===== config.mk =====
export PLATFORM = sky130hd
export DESIGN_NAME = port_rr_arbiter
export DESIGN_NICKNAME = d
export VERILOG_FILES = /design/src/rtl/tis_pkg.sv /design/src/rtl/rr_pick.sv /design/src/rtl/port_rr_arbiter.sv
export SDC_FILE = /design/constraint.sdc
export NUM_CORES = 1
export LEC_CHECK = 0
export BUFFER_PORTS_ARGS = -buffer_cell sky130_fd_sc_hd__buf_2
export CAP_MARGIN = 30
export CORE_MARGIN = 3
export CORE_UTILIZATION = 47
export CTS_CLUSTER_DIAMETER = 30
export CTS_CLUSTER_SIZE = 10
export DETAILED_ROUTE_END_ITERATION = 7
export MAX_ROUTING_LAYER = met4
export PLACE_DENSITY = 0.87
export SLEW_MARGIN = 20
export SYNTH_ARGS = -nofsm -noshare
export SYNTH_HDL_FRONTEND = slang
export SYNTH_SLANG_ARGS = --single-unit

===== constraint.sdc =====
create_clock -name clk -period 2.2 [get_ports clk]
set_clock_uncertainty 0.1 [all_clocks]
set_input_delay 0.22 -clock clk [delete_from_list [all_inputs] [get_ports clk]]
set_output_delay 0.22 -clock clk [all_outputs]
set_load 0.02 [all_outputs]

===== src/rtl/tis_pkg.sv =====
`default_nettype none
// +------------------------------------------------------------------+
// | tis_pkg: shared word type and port direction encodings            |
// | Rev 1.0 - initial release                                          |
// +------------------------------------------------------------------+
package tis_pkg;

  typedef logic signed [10:0] word_t;

  localparam logic [3:0] DIR_L = 4'b0001;
  localparam logic [3:0] DIR_R = 4'b0010;
  localparam logic [3:0] DIR_U = 4'b0100;
  localparam logic [3:0] DIR_D = 4'b1000;

  typedef enum logic [1:0] {
    IDX_L = 2'd0,
    IDX_R = 2'd1,
    IDX_U = 2'd2,
    IDX_D = 2'd3
  } dir_idx_e;

  function automatic dir_idx_e onehot_to_idx(input logic [3:0] oh);
    case (oh)
      DIR_L:   return IDX_L;
      DIR_R:   return IDX_R;
      DIR_U:   return IDX_U;
      default: return IDX_D;
    endcase
  endfunction

endpackage
`default_nettype wire


===== src/rtl/rr_pick.sv =====
`default_nettype none
// +------------------------------------------------------------------+
// | rr_pick: 4-way rotating / fixed priority encoder (combinational)  |
// | Rev 1.0 - initial release                                          |
// +------------------------------------------------------------------+
module rr_pick
  import tis_pkg::*;
(
  input  logic [3:0] req,
  input  dir_idx_e   last,
  input  logic       mode,
  output logic [3:0] grant,
  output logic       valid
);

  // Round-robin starts one past the last winner; fixed mode always starts at L.
  always_comb begin
    logic [1:0] w_pos;
    w_pos = 2'd0;
    grant = 4'b0000;
    valid = 1'b0;
    for (int i = 0; i < 4; i++) begin
      w_pos = mode ? 2'(i) : 2'(last) + 2'(i + 1);
      if (!valid && req[w_pos]) begin
        grant[w_pos] = 1'b1;
        valid        = 1'b1;
      end
    end
  end

endmodule
`default_nettype wire


===== src/rtl/port_rr_arbiter.sv =====
`default_nettype none
// +------------------------------------------------------------------+
// | port_rr_arbiter: 4-port arbiter feeding a single-entry register   |
// | Rev 1.0 - initial release                                          |
// +------------------------------------------------------------------+
module port_rr_arbiter
  import tis_pkg::*;
(
  input  logic              clk,
  input  logic              rst,
  input  logic [3:0]        rready,
  input  logic signed [10:0] din_l,
  input  logic signed [10:0] din_r,
  input  logic signed [10:0] din_u,
  input  logic signed [10:0] din_d,
  input  logic              mode,
  input  logic              sink_ready,
  output logic [3:0]        read,
  output logic              out_valid,
  output logic signed [10:0] out_data,
  output logic [3:0]        out_src,
  output logic [7:0]        grant_cnt
);

  localparam logic [0:0] ST_EMPTY = 1'b0;
  localparam logic [0:0] ST_FULL  = 1'b1;

  logic [0:0] r_state;
  word_t      r_data;
  logic [3:0] r_src;
  logic [3:0] r_read;
  logic [7:0] r_cnt;
  dir_idx_e   r_last;

  logic       w_consume;
  logic       w_accept;
  logic [3:0] w_elig;
  logic [3:0] w_grant;
  logic       w_pick_valid;
  word_t      w_din;

  // The last read pulse doubles as the cooldown mask: the requester's rready
  // still shows the old word during the cycle its read pulse is visible.
  assign w_elig    = rready & ~r_read;
  assign w_consume = (r_state == ST_FULL) && sink_ready;
  assign w_accept  = ((r_state == ST_EMPTY) || w_consume) && w_pick_valid;

  rr_pick u_pick (
    .req   (w_elig),
    .last  (r_last),
    .mode  (mode),
    .grant (w_grant),
    .valid (w_pick_valid)
  );

  always_comb begin
    case (w_grant)
      DIR_L:   w_din = din_l;
      DIR_R:   w_din = din_r;
      DIR_U:   w_din = din_u;
      DIR_D:   w_din = din_d;
      default: w_din = din_l;
    endcase
  end

  always_ff @(posedge clk or posedge rst) begin
    if (rst) begin
      r_state <= ST_EMPTY;
      r_data  <= '0;
      r_src   <= '0;
      r_read  <= '0;
      r_cnt   <= '0;
      r_last  <= IDX_D;
    end else begin
      r_read <= '0;
      if (w_accept) begin
        r_state <= ST_FULL;
        r_data  <= w_din;
        r_src   <= w_grant;
        r_read  <= w_grant;
        r_last  <= onehot_to_idx(w_grant);
        r_cnt   <= r_cnt + 8'd1;
      end else if (w_consume) begin
        r_state <= ST_EMPTY;
        r_src   <= '0;
      end
    end
  end

  assign read      = r_read;
  assign out_valid = (r_state == ST_FULL);
  assign out_data  = r_data;
  assign out_src   = r_src;
  assign grant_cnt = r_cnt;

endmodule
`default_nettype wire


==> results of run 1 <==
-- synth_stat cells (2+ instances only) --
library cell | count | share of area (%)
nand2b_1 | 5 | 1.7
nand3_1 | 2 | 0.56
nor2b_1 | 4 | 1.4
o21ai_0 | 5 | 1.4
inv_1 | 34 | 7.1
a21o_1 | 3 | 1.2
dfrtp_1 | 28 | 39
xnor2_1 | 3 | 1.5
buf_2 | 6 | 1.7
a31oi_1 | 11 | 3.8
nor3_1 | 2 | 0.56
nand4_1 | 4 | 1.4
dfstp_2 | 2 | 2.9
a2bb2oi_1 | 11 | 5.3
nand4bb_1 | 11 | 6.9
xor2_1 | 4 | 1.9
nand2_1 | 12 | 2.5
buf_6 | 4 | 2.5
and2_1 | 2 | 0.69
o21a_1 | 12 | 5.0
a21oi_1 | 3 | 0.83
nor2_1 | 18 | 3.7
-- worst max path at each step --
| stage | startpoint | end | slack, ps | depth (start not counted) |
|---|---|---|---|---|
| 6_report | read[1] | out_data[1] | 220 | 5 |
| 2_1_floorplan | read[1] | out_data[0] | 320 | 7 |
| 4_1_cts | read[1] | out_data[1] | 220 | 5 |
| 5_1_grt | read[1] | out_data[1] | 130 | 5 |
| 3_3_place_gp | read[1] | out_data[9] | 420 | 5 |
| 3_5_place_dp | read[1] | out_data[1] | 250 | 5 |
-- state kept, by name (all words and copies together), names as in the netlist --
register,count
r_last,2
out_data,11
out_src,4
out_valid,1
grant_cnt,8
read,4
-- power by group through the flow --
stage	registers (mW)	clock network (mW)	logic [mW]
floorplan	0.998	0	0.437
global placement	0.845	0	0.829
detailed placement	0.851	0	0.855
CTS	0.845	0.466	0.858
global route	0.869	0.496	0.933
finish	0.845	0.454	0.848
-- cell families after synthesis --
| family | share of synthesized area (%) |
|---|---|
| XOR/XNOR | 3.40 |
| AND/OR/NAND/NOR | 20.3 |
| flip-flops | 41.8 |
| buffers and inverters | 11.2 |
| adder cells (fa/ha/maj) | 0.694 |
| AO/OA/AOI/OAI | 22.6 |
-- critical path: stages (launching register included) --
cell and delay [ps]:
dfrtp_1 400, nand2b_1 230, o31ai_1 250, a2bb2o_2 450, nand4bb_1 240, a31oi_1 210
-- metrics by stage --
stage          hold WS (ps)  cell area [sq um]  setup slack [ps]  total power [mW]  std cells
6_report                124               2330               220              2.15        328
3_5_place_dp           22.7               2220               254              1.71        319
5_1_grt                 143               2330               132              2.30        328
4_1_cts                 118               2330               217              2.17        328
3_3_place_gp           20.0               2220               424              1.67        319
2_1_floorplan           209               1800               322              1.43        198
-- layer usage --
metal | vias to the layer above | share of wire (%) | global-route usage [%] | wire length [um]
li1 | 843 | - | - | -
met1 | 779 | 44 | 26.1 | 1930
met2 | 68 | 48 | 36.8 | 2090
met3 | 6 | 7.1 | 4.11 | 311
met4 | 0 | 1.7 | 10.2 | 74
met5 | - | 0 | - | 0
-- final cells by class --
class	count	area, sq um	share of cell area (%)
Clock buffer	7	86.3	3.71
Clock inverter	1	5.00	0.215
Inverter	34	128	5.49
Multi-Input combinational cell	124	846	36.4
Sequential cell	30	753	32.4
Tap cell	46	57.6	2.47
Timing Repair Buffer	86	450	19.4
==> impl_metrics.csv, run 1 <==
group,metric,value,unit
run_status,outcome,"finished, final reports clean",
detailed_routing,ant_nets,0,
final_layout,nets,334,
clocking,clockRootBuffer,"clkbuf_8",
sta,slew_headroom,66.2,%
clocking,clock_path_buffers,2,
pwr,power_frac_comb,39.5,%
floorplanning,ios,80,
clocking,insertion_delay,280,ps
min_path,hold_end,"out_data[5]",
detailed_routing,totalWireLength,4.40,mm
clocking,cts_tree,"done",
placement,hpwl,3.36,mm
yosys,synth_nets,251,
detailed_routing,vias,1696,
yosys,syn_inst,198,
sta,worst_slew_pin_slew,502,ps
pwr,p_leak,1.26,nW
min_path,hold_class,"input pin to flop",
critical_path,rr_startpoint,"read[1]",
global_route,grt_overflow,0,
detailed_routing,vias_per_cell,5.17,
clocking,cts_buffers,5,
pwr,pwr-share-clk,21.2,%
sta,finalHoldViolCount,0,
detailed_routing,drt_first_pass_iters,5,
clocking,cts.clk_slew.worst_paths,70,ps
critical_path,ff2ff_setup_slack,220,ps
min_path,hold_start,"din_d[5]",
detailed_routing,drt_iter0_markers,115,
pwr,ir_worst_vdd,0.430,mV
yosys,avgSynthCellArea,9.10,sq um
sta,slew_violations,0,
sta,setup_violations,0,
final_layout,fin_util,66.1,%
yosys,synthFlopType,"dfrtp_1",
floorplanning,core_area,3520,sq um
final_layout,final_cell_mix,"79 x buf_2, 34 x inv_1, 28 x dfrtp_1",
placement,port_buffers,79,
floorplanning,initial_core_util,51.2,%
floorplanning,die_w,67.9,um
critical_path,arrival,2070,ps
sta,setup_tns,0,ps
yosys,synthDistinctLibCells,34,
pwr,p_sw_share,38.8,%
critical_path,critPathLaunchType,"flop",
detailed_routing,drc,0,
pwr,p_per_area,923,nW/um^2
clocking,post_cts_resized,0,
global_route,grt_max_degree,25,
critical_path,crit_type,"flop to flop",
pwr,p_int,1.31,mW
min_path,holdPathStages,3,
clocking,cts_hold_buf,1,
critical_path,required,2290,ps
yosys,async_flop_share,100,%
critical_path,crit_fanout,23,
yosys,yosys_warnings,0,
job,max_cap_violations,0,
pwr,seq_power_share,39.3,%
sta,max_freq,0.505,GHz
yosys,synth_edf_count,0,
final_layout,drive_gt1_share,35.1,%
yosys,synth_seq_cells,30,
critical_path,reg2reg_depth,5,
yosys,yosysSeqAreaShare,41.8,%
clocking,clock-sinks,30,
yosys,synth.cell_area,1800,sq um
global_route,antenna_found_initial,0,
final_layout,antennaDiodeCount,0,
floorplanning,dieArea,4610,sq um
critical_path,r2r-end,"out_data[1]",
final_layout,area_delta_synth_final,29.1,%
global_route,grt_first_pass_wirelength,7.38,mm
sta,rsz0062_at_grt,"false",
sta,period_minus_slack,1980,ps
global_route,grt_usage,22.2,%
floorplanning,dieHeight,67.9,um
global_route,grt_pass1_vias,1694,
detailed_routing,wl_per_cell,13.4,um
final_layout,final_common_cell,"buf_2",
clocking,cts_max_level,2,
pwr,power.switching,833,uW
critical_path,critPathCaptureType,"flop",
clocking,cts_setup_buffers,0,
final_layout,fillerInstances,314,
floorplanning,row_count,21,
sta,period_share,90.0,%
placement,place_congestion,0.850,
Power figures use the tool's default switching activity.
==> inputs of run 2 (changes only) <==
--- a/config.mk
+++ b/config.mk
@@ -8,12 +8,13 @@
 export BUFFER_PORTS_ARGS = -buffer_cell sky130_fd_sc_hd__buf_2
 export CAP_MARGIN = 30
 export CORE_MARGIN = 3
-export CORE_UTILIZATION = 47
+export CORE_UTILIZATION = 35
 export CTS_CLUSTER_DIAMETER = 30
 export CTS_CLUSTER_SIZE = 10
 export DETAILED_ROUTE_END_ITERATION = 7
+export HOLD_SLACK_MARGIN = 0.15
 export MAX_ROUTING_LAYER = met4
-export PLACE_DENSITY = 0.87
+export PLACE_DENSITY = 0.69
 export SLEW_MARGIN = 20
 export SYNTH_ARGS = -nofsm -noshare
 export SYNTH_HDL_FRONTEND = slang
==> run 2 against run 1 <==
Register-to-register slack better by 110 ps; final cell count rose by 9.5%; setup slack improved by 110 ps; core utilization is 15 points lower; final area increased by 5.5%; die area rose by 31%; clock power is 2% higher; wire length increased by 5.0%; global-route usage down 5.5 points; combinational power rose by 2%; critical endpoint is now out_data[6]; largest power group unchanged.
==> impl_metrics.csv, run 2 (synthesis results as in run 1) <==
group,metric,value,unit
critical_path,r2r-end,"out_data[6]",
clocking,cts_max_level,2,
detailed_routing,drt_first_pass_iters,4,
placement,port_buffers,79,
final_layout,final_cell_mix,"79 x buf_2, 34 x inv_1, 28 x dfrtp_1",
critical_path,crit_slowest_cell,"a2bb2o_2",
floorplanning,initial_core_util,37.2,%
global_route,grt_first_pass_wirelength,7.83,mm
global_route,grt_pass1_vias,1737,
clocking,cts_tree,"done",
critical_path,crit_fanout,23,
run_status,outcome,"finished, final reports clean",
placement,place_congestion,0.761,
pwr,fin_total_pwr,2.17,mW
sta,finalHoldViolCount,0,
floorplanning,dieArea,6050,sq um
sta,slew_headroom,66.2,%
final_layout,largest_reg_flops,11,
clocking,cts_setup_buffers,0,
sta,slew_violations,0,
clocking,cts_buffers,5,
clocking,clock-sinks,30,
critical_path,required,2300,ps
detailed_routing,vias_per_cell,4.82,
placement,dp_slack,306,ps
sta,period_share,85.1,%
critical_path,critPathCaptureType,"flop",
job,max_cap_violations,0,
final_layout,area_delta_synth_final,36.2,%
sta,setup_violations,0,
floorplanning,row_count,25,
detailed_routing,drt_iter0_markers,101,
floorplanning,dieHeight,77.8,um
critical_path,reg2reg_depth,5,
final_layout,drive_gt1_share,33.6,%
critical_path,worstPathCellList,"nand2b_1, o31ai_1, a2bb2o_2, nand4bb_1, a31oi_1",
critical_path,ff2ff_setup_slack,330,ps
critical_path,path_buf_inv,0,
sta,rsz0062_at_grt,"false",
placement,dp.cells,339,
final_layout,nets,344,
floorplanning,die_w,77.8,um
critical_path,path_delay_family,"compound AO/OA/AOI/OAI gates",
global_route,grt_overflow,0,
placement,dpl-instance-area,2240,sq um
final_layout,antennaDiodeCount,0,
detailed_routing,totalWireLength,4.62,mm
placement,hpwl,3.35,mm
sta,worst_slew_pin_slew,502,ps
detailed_routing,vias,1729,
sta,setup_tns,0,ps
critical_path,crit_type,"flop to flop",
clocking,clockRootBuffer,"clkbuf_8",
global_route,grt_max_degree,31,
critical_path,arrival,1980,ps
global_route,antenna_found_initial,0,
clocking,cts.clk_slew.worst_paths,60,ps
critical_path,crit_end,"out_data[6]",
sta,max_freq,0.534,GHz
final_layout,fin_util,50.6,%
sta,period_minus_slack,1870,ps
detailed_routing,wl_per_cell,12.9,um
clocking,insertion_delay,280,ps
critical_path,cp.depth,5,
final_layout,finalInstanceArea,2450,sq um
detailed_routing,ant_nets,0,
floorplanning,core_area,4850,sq um
pwr,p_leak,1.30,nW
final_layout,fin_cells,359,
pwr,ir_worst_vdd,0.382,mV
critical_path,rr_startpoint,"read[1]",
sta,timing.final.ws_setup,327,ps
floorplanning,ios,80,
critical_path,slowest_delay,430,ps
sta,holdWs,187,ps
global_route,grt_usage,16.6,%
critical_path,critPathLaunchType,"flop",
pwr,p_per_area,885,nW/um^2
min_path,hold_class,"input pin to flop",
clocking,clock_path_buffers,2,
final_layout,final_common_cell,"buf_2",
detailed_routing,drc,0,
critical_path,crit_start,"read[1]",
## run 2: changes by cell type in the layout (fill, tap and decap cells not counted)
cell,before,now
dlygate4sd3_1,1,12
buf_4,6,5
## run 2: worst min-delay path by stage
stage	from	end	slack (ps)	depth (start not counted)
after floorplan	rst	grant_cnt[0]	210	1
after global placement	rst	grant_cnt[7]	230	3
after detailed placement	rst	grant_cnt[7]	230	3
after CTS	din_l[2]	out_data[2]	180	4
after global routing	din_r[9]	out_data[9]	200	4
final	din_l[2]	out_data[2]	190	4
## run 2: power by group
group          leakage (nW)  switching [mW]  total, mW  internal [mW]
Sequential            0.362           0.136      0.845          0.709
Clock                0.0482           0.213      0.465          0.252
Combinational         0.893           0.499      0.862          0.364
Total                  1.30           0.847       2.17           1.32
## run 2: what timing repair did
| action | CTS | global route |
|---|---|---|
| resized for setup | 0 | 0 |
| endpoints found under the setup margin | 0 | 0 |
| hold buffers | 12 | 0 |
| endpoints found under the hold margin | 39 | 0 |
## run 2: cell type report
type                            count  area [sq um]
Multi-Input combinational cell    124           846
Tap cell                           67          83.8
Inverter                           34           128
Timing Repair Buffer               96           553
Fill cell                         472          2390
Clock inverter                      1          5.00
Clock buffer                        7          86.3
Sequential cell                    30           753
## run 2: routing by layer
| layer | routed length, um | GRT usage (%) | vias to the layer above |
|---|---|---|---|
| met5 | 0 | - | - |
| met4 | 59 | 5.34 | 0 |
| met3 | 369 | 4.41 | 5 |
| met2 | 2150 | 27.6 | 79 |
| met1 | 2040 | 19.7 | 786 |
| li1 | - | - | 859 |
## run 2: tightest hold or removal path, delay by kind of cell
| family | cells | cell delay [ps] |
|---|---|---|
| buffers and inverters | 2 | 130 |
| and+or+nand+nor | 1 | 100 |
| AOI/OAI and AO/OA | 1 | 80 |
